**src/rtl/clock_domain_gen_if.sv**
```systemverilog
// Configuration and derived-clock bundle between the processor top level
// and the clock/reset generator.
interface clock_domain_gen_if #(
  parameter int NUM_CLKS  = 4,
  parameter int DIV_WIDTH = 4
);
  logic [NUM_CLKS*DIV_WIDTH-1:0] cfg_div;
  logic [NUM_CLKS-1:0]           cfg_inv;
  logic                          cfg_load;
  logic [NUM_CLKS-1:0]           clk_out;
  logic                          rst_out;
  logic                          ready;

  modport master (
    output cfg_div, cfg_inv, cfg_load,
    input  clk_out, rst_out, ready
  );

  modport slave (
    input  cfg_div, cfg_inv, cfg_load,
    output clk_out, rst_out, ready
  );
endinterface

```
**src/rtl/clock_domain_gen.sv**
```systemverilog
// Derived clock generator: per-channel divide/invert with phase-aligned
// restart, plus a downstream reset sequencer holding rst_out for RST_HOLD cycles.
module clock_domain_gen_ch #(
  parameter int DIV_WIDTH = 4
) (
  input  logic                 clock,
  input  logic                 clear,
  input  logic                 restart,
  input  logic [DIV_WIDTH-1:0] div,
  input  logic                 inv,
  output logic                 clk
);
  logic [DIV_WIDTH-1:0] cnt, nxt;
  logic [DIV_WIDTH:0]   half;
  logic                 ph, divided;

  always_comb begin
    divided = (div > DIV_WIDTH'(1));
    // one extra bit so ceil(d/2) cannot overflow at the maximum ratio
    half    = ({1'b0, div} + (DIV_WIDTH+1)'(1)) >> 1;
    if (restart || cnt == div - DIV_WIDTH'(1)) nxt = '0;
    else                                        nxt = cnt + DIV_WIDTH'(1);
  end

  always_ff @(posedge clock) begin
    if (clear) begin
      cnt <= '0;
      ph  <= 1'b0;
    end else if (divided) begin
      cnt <= nxt;
      ph  <= ({1'b0, nxt} < half);
    end
  end

  assign clk = divided ? (ph ^ inv) : (clock ^ inv);
endmodule

module clock_domain_gen #(
  parameter int NUM_CLKS  = 4,
  parameter int DIV_WIDTH = 4,
  parameter int RST_HOLD  = 8
) (
  input  logic               clock,
  input  logic               reset,
  clock_domain_gen_if.slave  bus
);
  localparam int RW = $clog2(RST_HOLD + 1);

  typedef enum logic [1:0] {S_RESET, S_SETTLE, S_RUN} state_t;

  state_t                              state;
  logic [RW-1:0]                       rcnt;
  logic                                rst_q, ready_q;
  logic [NUM_CLKS-1:0][DIV_WIDTH-1:0]  div_q;
  logic [NUM_CLKS-1:0]                 inv_q;
  logic [NUM_CLKS-1:0]                 clk_w;
  logic                                restart, load, clear;

  assign load  = bus.cfg_load & ~reset;
  assign clear = reset | bus.cfg_load;

  // restart marks the first counting cycle after a clear, where every
  // divided channel enters count 0 with its phase high
  always_ff @(posedge clock) begin
    if (reset) begin
      div_q   <= {NUM_CLKS{DIV_WIDTH'(1)}};
      inv_q   <= '0;
      restart <= 1'b1;
    end else begin
      restart <= load;
      if (load) begin
        div_q <= bus.cfg_div;
        inv_q <= bus.cfg_inv;
      end
    end
  end

  always_ff @(posedge clock) begin
    if (reset) begin
      state   <= S_RESET;
      rcnt    <= '0;
      rst_q   <= 1'b1;
      ready_q <= 1'b0;
    end else begin
      case (state)
        S_RESET: begin
          state <= S_SETTLE;
          rcnt  <= '0;
        end
        S_SETTLE: begin
          if (bus.cfg_load) begin
            rcnt <= '0;
          end else if (rcnt == RW'(RST_HOLD - 1)) begin
            state   <= S_RUN;
            rst_q   <= 1'b0;
            ready_q <= 1'b1;
          end else begin
            rcnt <= rcnt + RW'(1);
          end
        end
        S_RUN: begin
          if (bus.cfg_load) begin
            state   <= S_SETTLE;
            rcnt    <= '0;
            rst_q   <= 1'b1;
            ready_q <= 1'b0;
          end
        end
        default: begin
          state   <= S_RESET;
          rst_q   <= 1'b1;
          ready_q <= 1'b0;
        end
      endcase
    end
  end

  for (genvar i = 0; i < NUM_CLKS; i++) begin : g_ch
    clock_domain_gen_ch #(.DIV_WIDTH(DIV_WIDTH)) u_ch (
      .clock   (clock),
      .clear   (clear),
      .restart (restart),
      .div     (div_q[i]),
      .inv     (inv_q[i]),
      .clk     (clk_w[i])
    );
  end

  assign bus.clk_out = clk_w;
  assign bus.rst_out = rst_q;
  assign bus.ready   = ready_q;
endmodule

```
**src/flat_wrapper.sv**
```systemverilog
// flat-port wrapper written by rule: the top's interface ports become plain ports
module clock_domain_gen_flat 
#(
  parameter int NUM_CLKS  = 4,
  parameter int DIV_WIDTH = 4,
  parameter int RST_HOLD  = 8
)
  (clock, reset, bus_cfg_div, bus_cfg_inv, bus_cfg_load, bus_clk_out, bus_rst_out, bus_ready);
  clock_domain_gen_if #(.NUM_CLKS(NUM_CLKS), .DIV_WIDTH(DIV_WIDTH)) bus_i ();
  input  logic clock;
  input  logic reset;
  input wire logic [$bits(bus_i.cfg_div)-1:0] bus_cfg_div;
  input wire logic [$bits(bus_i.cfg_inv)-1:0] bus_cfg_inv;
  input wire logic [$bits(bus_i.cfg_load)-1:0] bus_cfg_load;
  output wire logic [$bits(bus_i.clk_out)-1:0] bus_clk_out;
  output wire logic [$bits(bus_i.rst_out)-1:0] bus_rst_out;
  output wire logic [$bits(bus_i.ready)-1:0] bus_ready;
  assign bus_i.cfg_div = bus_cfg_div;
  assign bus_i.cfg_inv = bus_cfg_inv;
  assign bus_i.cfg_load = bus_cfg_load;
  assign bus_clk_out = bus_i.clk_out;
  assign bus_rst_out = bus_i.rst_out;
  assign bus_ready = bus_i.ready;
  clock_domain_gen #(.NUM_CLKS(NUM_CLKS), .DIV_WIDTH(DIV_WIDTH), .RST_HOLD(RST_HOLD)) u_core (.clock(clock), .reset(reset), .bus(bus_i));
endmodule
```
**config.mk**
```make
export PLATFORM = sky130hd
export DESIGN_NAME = clock_domain_gen_flat
export DESIGN_NICKNAME = d
export VERILOG_FILES = /design/src/rtl/clock_domain_gen_if.sv /design/src/rtl/clock_domain_gen.sv /design/src/flat_wrapper.sv
export SDC_FILE = /design/constraint.sdc
export NUM_CORES = 1
export LEC_CHECK = 0
export CAP_MARGIN = 0
export CORE_MARGIN = 10
export CORE_UTILIZATION = 55
export DETAILED_ROUTE_END_ITERATION = 7
export GPL_TIMING_DRIVEN = 0
export HOLD_SLACK_MARGIN = 0.05
export PLACE_DENSITY = 0.77
export SYNTH_ARGS = -nofsm -noshare
export SYNTH_HDL_FRONTEND = slang
export SYNTH_SLANG_ARGS = --single-unit
```
**constraint.sdc**
```tcl
create_clock -name clock -period 2.9 [get_ports clock]
set_clock_uncertainty 0.15 [all_clocks]
set_input_delay 0.725 -clock clock [delete_from_list [all_inputs] [get_ports clock]]
set_output_delay 0.725 -clock clock [all_outputs]
set_load 0.005 [all_outputs]
```
Word-level counts from Yosys, hierarchy flattened. Cells that the tools add are included.

Flip-flop bits (word level): 49. Word-level logic and storage cells: 95.

Add/sub/neg operators: 13. Order comparisons: 8. Eq/ne operators: 11. Muxes and demuxes: 24. Bitwise gates (word level): 12. Reductions and logical operators: 9.

Operators with widths (count): two-way mux 4 bit (7); adder 4 x 1 -> 4 bit, second input constant (5); adder 4 x 1 -> 5 bit, second input constant (4); equality test 4 bit (4); > comparator 4 x 1 -> 1 bit, second input constant (4); less-than comparator 4 bit (4); subtractor 4 x 1 -> 4 bit, second input constant (4); case mux 4 bit (3 select lines) (1); two-way mux 1 bit (10); XOR 1 bit (8); two-way mux 2 bit (3); case mux 1 bit (3 select lines) (2); case mux 2 bit (3 select lines) (1); AND reduction 3 bit (2); equality test 4 x 3 -> 1 bit, second input constant (1); logical OR 1 bit (4); inequality test 2 bit, second input constant (2); AND reduction 4 bit (1); inequality test 3 bit, second input constant (1); nonzero test 3 bit (1); equality test 2 x 1 -> 1 bit, second input constant (1); equality test 2 bit, second input constant (1); zero test 2 bit (1); inequality test 2 x 1 -> 1 bit, second input constant (1); 3 further kinds (4).

Longest topological paths before layout. Gate-level depths: netlist of the first run.

Word-level depth: 5. Depth in mapped cells: 11. Depth with buffers taken out: 11.

Hierarchy. From an unflattened synthesis of the first run, not the netlist that was laid out.

Cells, all modules: 388. Area total of the unflattened synthesis: 3558.4 µm².

By module, submodules not included: clock_domain_gen_ch (instances 4, cells an instance 69, area each 599.3 µm², sequential area each 100.1 µm²); clock_domain_gen (instances 1, cells an instance 112, area each 1161.1 µm², sequential area each 580.6 µm²).

==> tab_implementation.tex, run 1 <==
\begin{tabular}{lr}
\hline
Metric & Value \\
\hline
\multicolumn{2}{l}{\textbf{Route}} \\
\quad Number of iterations in the first detailed-routing pass & 4 \\
\quad Number of violations reported at the end of detailed-routing iteration 0 & 160 \\
\quad Average wire per standard cell & 16.2 um \\
\quad DRC viols & 0 \\
\quad Post-route ant nets & 0 \\
\quad Avg Vias per Cell & 5.65 \\
\quad Vias & 2785 \\
\quad Wirelength, routed & 7970 um \\
\multicolumn{2}{l}{\textbf{Floorplan}} \\
\quad Top-level port count & 29 \\
\quad Die ar. & 9410 sq um \\
\quad Height of the die & 97.0 um \\
\quad Core area & 5640 sq um \\
\quad Starting utilization of the core area & 57.8\% \\
\quad \# rows & 27 \\
\quad Die Wd & 97.0 um \\
\multicolumn{2}{l}{\textbf{Logic synthesis}} \\
\quad Top cell types by occurrence after synthesis & 49 x sky130\_fd\_sc\_hd\_\_dfxtp\_1, 49 x sky130\_fd\_sc\_hd\_\_nor2\_1, 29 x sky130\_fd\_sc\_hd\_\_ha\_1, 26 x sky130\_fd\_sc\_hd\_\_xnor2\_1 \\
\quad Synth Area per Inst & 8.71 sq um \\
\quad Synth Warn \# & 0 \\
\quad Part of the Yosys area used for sequential elements & 30.1\% \\
\quad Post-synthesis sequential element count & 49 \\
\quad Nets in the synthesized netlist & 426 \\
\quad Share of the synthesized area in the top cell type & 30.1\% \\
\quad Cell area after synthesis & 3260 sq um \\
\quad Ranking of synthesized cells by area & sky130\_fd\_sc\_hd\_\_dfxtp\_1 30\%, sky130\_fd\_sc\_hd\_\_ha\_1 11\%, sky130\_fd\_sc\_hd\_\_xnor2\_1 7.0\% \\
\quad Asr flop ratio synth & 0\% \\
\quad Number of library cell types mapped by synthesis & 42 \\
\quad Gate Count Post-Synth & 374 \\
\quad EDFF count, synth & 0 \\
\quad Cell accounting for the most synthesized area & sky130\_fd\_sc\_hd\_\_dfxtp\_1 \\
\quad Main flop type after synthesis & sky130\_fd\_sc\_hd\_\_dfxtp\_1 \\
\multicolumn{2}{l}{\textbf{Job}} \\
\quad Max cap viols & 0 \\
\multicolumn{2}{l}{\textbf{Timing}} \\
\quad Final setup violation count & 4 \\
\quad Tightest Pin Transition & 0.633 ns \\
\quad Max-slew violations & 0 \\
\quad Hold Vio Cnt, Final & 0 \\
\quad RSZ-0062 raised after global routing & yes \\
\quad Post-route setup slack & -0.0867 ns \\
\quad Normalized max-slew margin & 57.8\% \\
\quad Hold slack final & 0.327 ns \\
\multicolumn{2}{l}{\textbf{Status}} \\
\quad Violations in the final reports & setup timing \\
\quad Result of the run & complete, but fails checks \\
\multicolumn{2}{l}{\textbf{GRT}} \\
\quad First-pass GRT wire length & 13100 um \\
\quad Maximum number of pins on one net before global-route repair & 15 \\
\quad GRT Overall Usage & 16.6\% \\
\quad Number of global-route vias before repair & 2810 \\
\quad Antenna violations before repair & 0 \\
\quad Remaining global-route overflow & 0 \\
\multicolumn{2}{l}{\textbf{Pwr}} \\
\quad Worst VDD drop & 312 uV \\
\quad Proportion of power drawn by the clock network & 42.3\% \\
\quad Net Sw Power & 0.574 mW \\
\quad Leakage component of the power & 1.57 nW \\
\quad Combinational share of power & 18.7\% \\
\quad Internal & 1.30 mW \\
\quad Share of power burned in registers & 39.0\% \\
\quad Fraction of power spent switching nets & 30.7\% \\
\quad Power density over the cells & 476 nW/um\^{}2 \\
\quad Total Power & 1.87 mW \\
\multicolumn{2}{l}{\textbf{Worst setup path}} \\
\quad Origin of the critical flop-to-flop path & u\_core.div\_q[12] \\
\quad CP Launch Point & clock \\
\quad CP endpoint kind & primary output \\
\quad Highest net fanout along the worst path & 2 \\
\quad Worst Path Class, Setup & clock port to primary output \\
\quad Worst endpoint data arrival time & 2.11 ns \\
\quad Required time of the worst setup path & 2.03 ns \\
\quad Kind of start point of the critical path & clock port \\
\multicolumn{2}{l}{\textbf{Hold path}} \\
\quad Worst hold-check path type & flop to flop \\
\quad Worst hold path startpoint & u\_core.bus.ready \\
\multicolumn{2}{l}{\textbf{Final layout}} \\
\quad P\&R area growth vs syn & 20.7\% \\
\quad Utilization after layout & 69.7\% \\
\quad Post-route cell area & 3940 sq um \\
\quad Fraction of final layout cells sized beyond drive strength 1 & 15.9\% \\
\quad Post-layout nets & 472 \\
\quad Antenna cells & 0 \\
\multicolumn{2}{l}{\textbf{CTS}} \\
\quad Clock edge transition at the registers on the reported setup and hold paths & 0.08 ns \\
\quad Count of hold-fix buffers inserted at cts & 0 \\
\quad Later-pin clock latency in the skew report & 0.42 ns \\
\quad CTS tree & yes \\
\multicolumn{2}{l}{\textbf{Placement}} \\
\quad Last weighted congestion value of the routability-driven placer & 0.906 \\
\quad Post-Place Worst Slack & -0.278 ns \\
\quad Buffers on Ports & 28 \\
\quad Half-perimeter wire length of the detailed placement result & 5440 um \\
\quad DP Area & 3630 sq um \\
\hline
\end{tabular}
[cells in the final DEF, fill, tap and decap left out, drive strengths merged, types with 2 or more instances in the layout]
master	instances
o21ai	7
nor3	6
nor2b	2
or3	3
buf	27
nand4	2
o211a	2
xnor3	4
mux2i	21
a211oi	16
xnor2	26
o22ai	8
inv	17
o21bai	5
o211ai	8
o21a	3
clkbuf	10
a2111oi	2
or2	8
clkdlybuf4s50	24
nand2	25
and3	2
nor2	50
ha	29
nand2b	5
dfxtp	49
a21boi	2
nand3	25
xor2	18
a21oi	9
[registers in the layout, summed over array words and instances (netlist names)]
signal,count
u_core.bus.ready,1
u_core.bus.rst_out,1
u_core.div_q,16
u_core.g_ch.u_ch.cnt,16
u_core.g_ch.u_ch.ph,4
u_core.inv_q,4
u_core.rcnt,4
u_core.restart,1
u_core.state,2
[final cells by class]
cell class	instances	area [sq um]
Inverter	17	63.8
Fill cell	446	1710
Clock inverter	1	5.00
Clock buffer	15	174
Buffer	11	60.1
Timing Repair Buffer	35	323
Sequential cell	49	998
Multi-Input combinational cell	293	2220
Tap cell	72	90.1
[metrics by stage]
| stage | instances | setup TNS (ns) |
|---|---|---|
| floorplan | 374 | 0 |
| global placement | 474 | -1.13 |
| detailed placement | 474 | -1.28 |
| CTS | 482 | -0.489 |
| global route | 493 | -0.502 |
| finish | 493 | -0.278 |
[critical path, cell delays in order]
cell and delay, ns:
sky130_fd_sc_hd__buf_8 0.10, sky130_fd_sc_hd__buf_8 0.11, sky130_fd_sc_hd__mux2i_4 0.19, sky130_fd_sc_hd__xnor2_2 0.13, sky130_fd_sc_hd__buf_2 0.12
[final timing paths]
check / end / slack (ns) / depth (start not counted)
max: bus_clk_out[3] / -0.09 / 5
min: u_core.bus.ready / 0.33 / 2
max reg2reg: u_core.g_ch[3].u_ch.ph / 0.13 / 11
min reg2reg: u_core.bus.ready / 0.33 / 2
[routing by layer]
layer / track usage, % / vias to the layer above / part of all wire [%]
li1: - / 1390 / -
met1: 19.7 / 1302 / 44
met2: 26.4 / 74 / 49
met3: 5.54 / 19 / 5.6
met4: 7.33 / 0 / 2.0
met5: 0 / - / 0
[power by group through the flow]
stage | Combinational (mW) | Clock (mW) | Sequential, mW
3_5_place_dp | 0.292 | 0.188 | 0.742
4_1_cts | 0.308 | 0.778 | 0.728
2_1_floorplan | 0.212 | 0.120 | 0.734
6_report | 0.350 | 0.793 | 0.729
3_3_place_gp | 0.284 | 0.188 | 0.741
5_1_grt | 0.385 | 0.848 | 0.733
[logic make-up after synthesis]
group	synth area share, %
and+or+nand+nor	18.3
AOI/OAI and AO/OA	14.7
adders and majority gates	11.1
xor gates and xnor gates	14.6
DFF	30.1
muxes	6.45
buffers and inverters	4.72
[what timing repair did]
action / 4_1_cts / 5_1_grt
hold endpoints to repair: 0 / 0
cloned: 0 / 0
gates resized for setup: 33 / 18
buffers inserted: 0 / 11
setup endpoints to repair: 6 / 6
pin swaps: 5 / 5
(Power assumes the default switching activity.)
==> inputs of run 2 (changes only) <==
==> constraint.sdc (replaced) <==
create_clock -name clock -period 3.9 [get_ports clock]
set_clock_uncertainty 0.15 [all_clocks]
set_input_delay 0.975 -clock clock [delete_from_list [all_inputs] [get_ports clock]]
set_output_delay 0.975 -clock clock [all_outputs]
set_load 0.005 [all_outputs]
==> tab_implementation.tex, run 2 (same netlist as run 1, synthesis figures left out) <==
\begin{tabular}{lr}
\hline
Metric & Value \\
\hline
\multicolumn{2}{l}{\textbf{Pwr}} \\
\quad Fraction of power spent switching nets & 29.8\% (was 30.7\%) \\
\quad Share of power burned in registers & 40.2\% (was 39.0\%) \\
\quad Worst VDD drop & 231 uV (was 312 uV) \\
\quad Internal & 0.946 mW (was 1.30 mW) \\
\quad Proportion of power drawn by the clock network & 43.4\% (was 42.3\%) \\
\quad Power density over the cells & 356 nW/um\^{}2 (was 476 nW/um\^{}2) \\
\quad Combinational share of power & 16.4\% (was 18.7\%) \\
\quad Leakage component of the power & 1.49 nW (was 1.57 nW) \\
\quad Net Sw Power & 0.401 mW (was 0.574 mW) \\
\multicolumn{2}{l}{\textbf{Worst setup path}} \\
\quad CP endpoint kind & primary output (unchanged) \\
\quad Kind of start point of the critical path & clock port (unchanged) \\
\quad Cell chain of the critical path & clkbuf\_8 > clkbuf\_8 > mux2i\_1 > xnor2\_1 > clkdlybuf4s15\_2 (was buf\_8 > buf\_8 > mux2i\_4 > xnor2\_2 > buf\_2) \\
\quad Slowest library cell on the worst path & sky130\_fd\_sc\_hd\_\_clkdlybuf4s15\_2 (was sky130\_fd\_sc\_hd\_\_mux2i\_4) \\
\quad Cell depth of the worst flop-to-flop path & 11 (unchanged) \\
\quad Origin of the critical flop-to-flop path & u\_core.div\_q[8] (was u\_core.div\_q[12]) \\
\quad Critical Path Most Common Cell & sky130\_fd\_sc\_hd\_\_clkbuf\_8 (was sky130\_fd\_sc\_hd\_\_buf\_8) \\
\quad Worst endpoint data arrival time & 2.72 ns (was 2.11 ns) \\
\quad Slowest cell delay on critical path & 0.22 ns (was 0.19 ns) \\
\quad Register-to-register setup slack & 0.81 ns (was 0.13 ns) \\
\quad CP Launch Point & clock (unchanged) \\
\quad R2R Path End & u\_core.g\_ch[2].u\_ch.ph (was u\_core.g\_ch[3].u\_ch.ph) \\
\quad Highest net fanout along the worst path & 2 (unchanged) \\
\quad Worst Path Class, Setup & clock port to primary output (unchanged) \\
\quad Required time of the worst setup path & 2.77 ns (was 2.03 ns) \\
\multicolumn{2}{l}{\textbf{Route}} \\
\quad Vias & 2697 (was 2785) \\
\quad Avg Vias per Cell & 5.60 (was 5.65) \\
\quad Number of violations reported at the end of detailed-routing iteration 0 & 92 (was 160) \\
\quad Wirelength, routed & 7500 um (was 7970 um) \\
\quad DRC viols & 0 (unchanged) \\
\quad Average wire per standard cell & 15.6 um (was 16.2 um) \\
\quad Post-route ant nets & 0 (unchanged) \\
\quad Number of iterations in the first detailed-routing pass & 4 (unchanged) \\
\multicolumn{2}{l}{\textbf{Timing}} \\
\quad Tightest Pin Transition & 0.621 ns (was 0.633 ns) \\
\quad Max-slew violations & 0 (unchanged) \\
\quad Hold Vio Cnt, Final & 0 (unchanged) \\
\quad RSZ-0062 raised after global routing & no (was yes) \\
\quad Normalized max-slew margin & 58.6\% (was 57.8\%) \\
\quad Sum Neg Setup Slack & 0 ns (was -0.278 ns) \\
\quad Final setup violation count & 0 (was 4) \\
\multicolumn{2}{l}{\textbf{Final layout}} \\
\quad Post-layout nets & 461 (was 472) \\
\quad Count of filler cells inserted in the layout & 471 (was 446) \\
\quad Commonest cells after routing, fill and taps aside & 49 x sky130\_fd\_sc\_hd\_\_nor2\_1, 49 x sky130\_fd\_sc\_hd\_\_dfxtp\_1, 29 x sky130\_fd\_sc\_hd\_\_ha\_1 (was 49 x sky130\_fd\_sc\_hd\_\_nor2\_1, 41 x sky130\_fd\_sc\_hd\_\_dfxtp\_1, 29 x sky130\_fd\_sc\_hd\_\_ha\_1) \\
\quad Antenna cells & 0 (unchanged) \\
\quad P\&R area growth vs syn & 16.0\% (was 20.7\%) \\
\quad Top flop regs & u\_core.div\_q x16, u\_core.g\_ch.u\_ch.cnt x16 (unchanged) \\
\quad Utilization after layout & 67.0\% (was 69.7\%) \\
\quad Fraction of final layout cells sized beyond drive strength 1 & 9.51\% (was 15.9\%) \\
\multicolumn{2}{l}{\textbf{Floorplan}} \\
\quad \# rows & 27 (unchanged) \\
\quad Die Wd & 97.0 um (unchanged) \\
\quad Core area & 5640 sq um (unchanged) \\
\quad Die ar. & 9410 sq um (unchanged) \\
\quad Height of the die & 97.0 um (unchanged) \\
\quad Starting utilization of the core area & 57.8\% (unchanged) \\
\quad Top-level port count & 29 (unchanged) \\
\multicolumn{2}{l}{\textbf{Status}} \\
\quad Result of the run & complete, no violations (was complete, but fails checks) \\
\multicolumn{2}{l}{\textbf{Placement}} \\
\quad Half-perimeter wire length of the detailed placement result & 5440 um (unchanged) \\
\quad Buffers on Ports & 28 (unchanged) \\
\quad Last weighted congestion value of the routability-driven placer & 0.906 (unchanged) \\
\multicolumn{2}{l}{\textbf{CTS}} \\
\quad Number of buffers inserted to repair setup after CTS & 0 (unchanged) \\
\quad Count of hold-fix buffers inserted at cts & 0 (unchanged) \\
\quad Clock edge transition at the registers on the reported setup and hold paths & 0.08 ns (about the same) \\
\quad Later-pin clock latency in the skew report & 0.41 ns (was 0.42 ns) \\
\quad CTS tree & yes (unchanged) \\
\multicolumn{2}{l}{\textbf{Hold path}} \\
\quad Worst hold-check path type & flop to flop (unchanged) \\
\quad Worst Hold Depth & 2 (unchanged) \\
\quad Terminating pin of the worst hold path & u\_core.bus.ready (unchanged) \\
\quad Worst hold path startpoint & u\_core.bus.ready (unchanged) \\
\multicolumn{2}{l}{\textbf{GRT}} \\
\quad Maximum number of pins on one net before global-route repair & 15 (unchanged) \\
\quad First-pass GRT wire length & 13000 um (was 13100 um) \\
\quad GRT Overall Usage & 16.4\% (was 16.6\%) \\
\quad Number of global-route vias before repair & 2796 (was 2810) \\
\quad Antenna violations before repair & 0 (unchanged) \\
\quad Remaining global-route overflow & 0 (unchanged) \\
\multicolumn{2}{l}{\textbf{Job}} \\
\quad Max cap viols & 0 (unchanged) \\
\hline
\end{tabular}
-- run 2: cell types whose count changed in the layout (fill, tap and decap cells not counted), sizes merged --
cell	delta
buf	-16
clkdlybuf4s15	+3
clkbuf	+2
-- run 2: worst max-delay path by stage --
| stage | to | slack (ns) | cells after the start |
|---|---|---|---|
| floorplan | bus_clk_out[3] | 0.44 | 3 |
| global placement | bus_clk_out[3] | -0.03 | 4 |
| detailed placement | bus_clk_out[3] | -0.03 | 4 |
| CTS | bus_clk_out[3] | 0.02 | 5 |
| global route | bus_clk_out[0] | 0.0006 | 5 |
| finish | bus_clk_out[1] | 0.06 | 5 |
-- run 2: layer usage --
metal  vias up  global-route usage, %  routed length, um
met4         0                   7.33                147
met1      1255                   19.5               3340
met2        59                   26.1               3590
li1       1367                      -                  -
met3        16                   5.61                429
met5         -                      0                  0
-- run 2: power by group through the flow --
stage                     logic [mW]  registers (mW)  clock network [mW]
after floorplan                0.157           0.546              0.0890
after global placement         0.211           0.551               0.139
after detailed placement       0.217           0.552               0.139
after CTS                      0.221           0.541               0.598
after global routing           0.248           0.545               0.634
final                          0.221           0.542               0.584
-- run 2: per-stage QoR --
stage | cell area [sq um] | setup slack [ns] | power, mW | hold slack (ns) | cells
after detailed placement | 3630 | -0.0281 | 0.909 | 0.317 | 474
after CTS | 3780 | 0.0222 | 1.36 | 0.331 | 482
after global routing | 3780 | 0.000640 | 1.43 | 0.377 | 482
final | 3780 | 0.0597 | 1.35 | 0.328 | 482
after floorplan | 3260 | 0.441 | 0.792 | 0.303 | 374
after global placement | 3630 | -0.0281 | 0.902 | 0.313 | 474
-- run 2: repair_timing --
item | 4_1_cts | 5_1_grt
pin swaps | 4 | 1
setup endpoints to repair | 4 | 2
resized for setup | 15 | 3
-- run 2: worst max-delay path: cells and delay by family --
family	cells	cell delay, ns
buf+inv	3	0.48
xor+xnor	1	0.14
mux	1	0.15
-- run 2: layout make-up --
| class | instances | area (sq um) | area share, % |
|---|---|---|---|
| multi-input combinational | 293 | 2150 | 56.9 |
| sequential | 49 | 981 | 25.9 |
| timing repair buffer | 24 | 240 | 6.35 |
| clock buffer | 15 | 190 | 5.03 |
| tap | 72 | 90.1 | 2.38 |
| inverter | 17 | 63.8 | 1.69 |
| buffer | 11 | 60.1 | 1.59 |
| clock inverter | 1 | 5.00 | 0.132 |
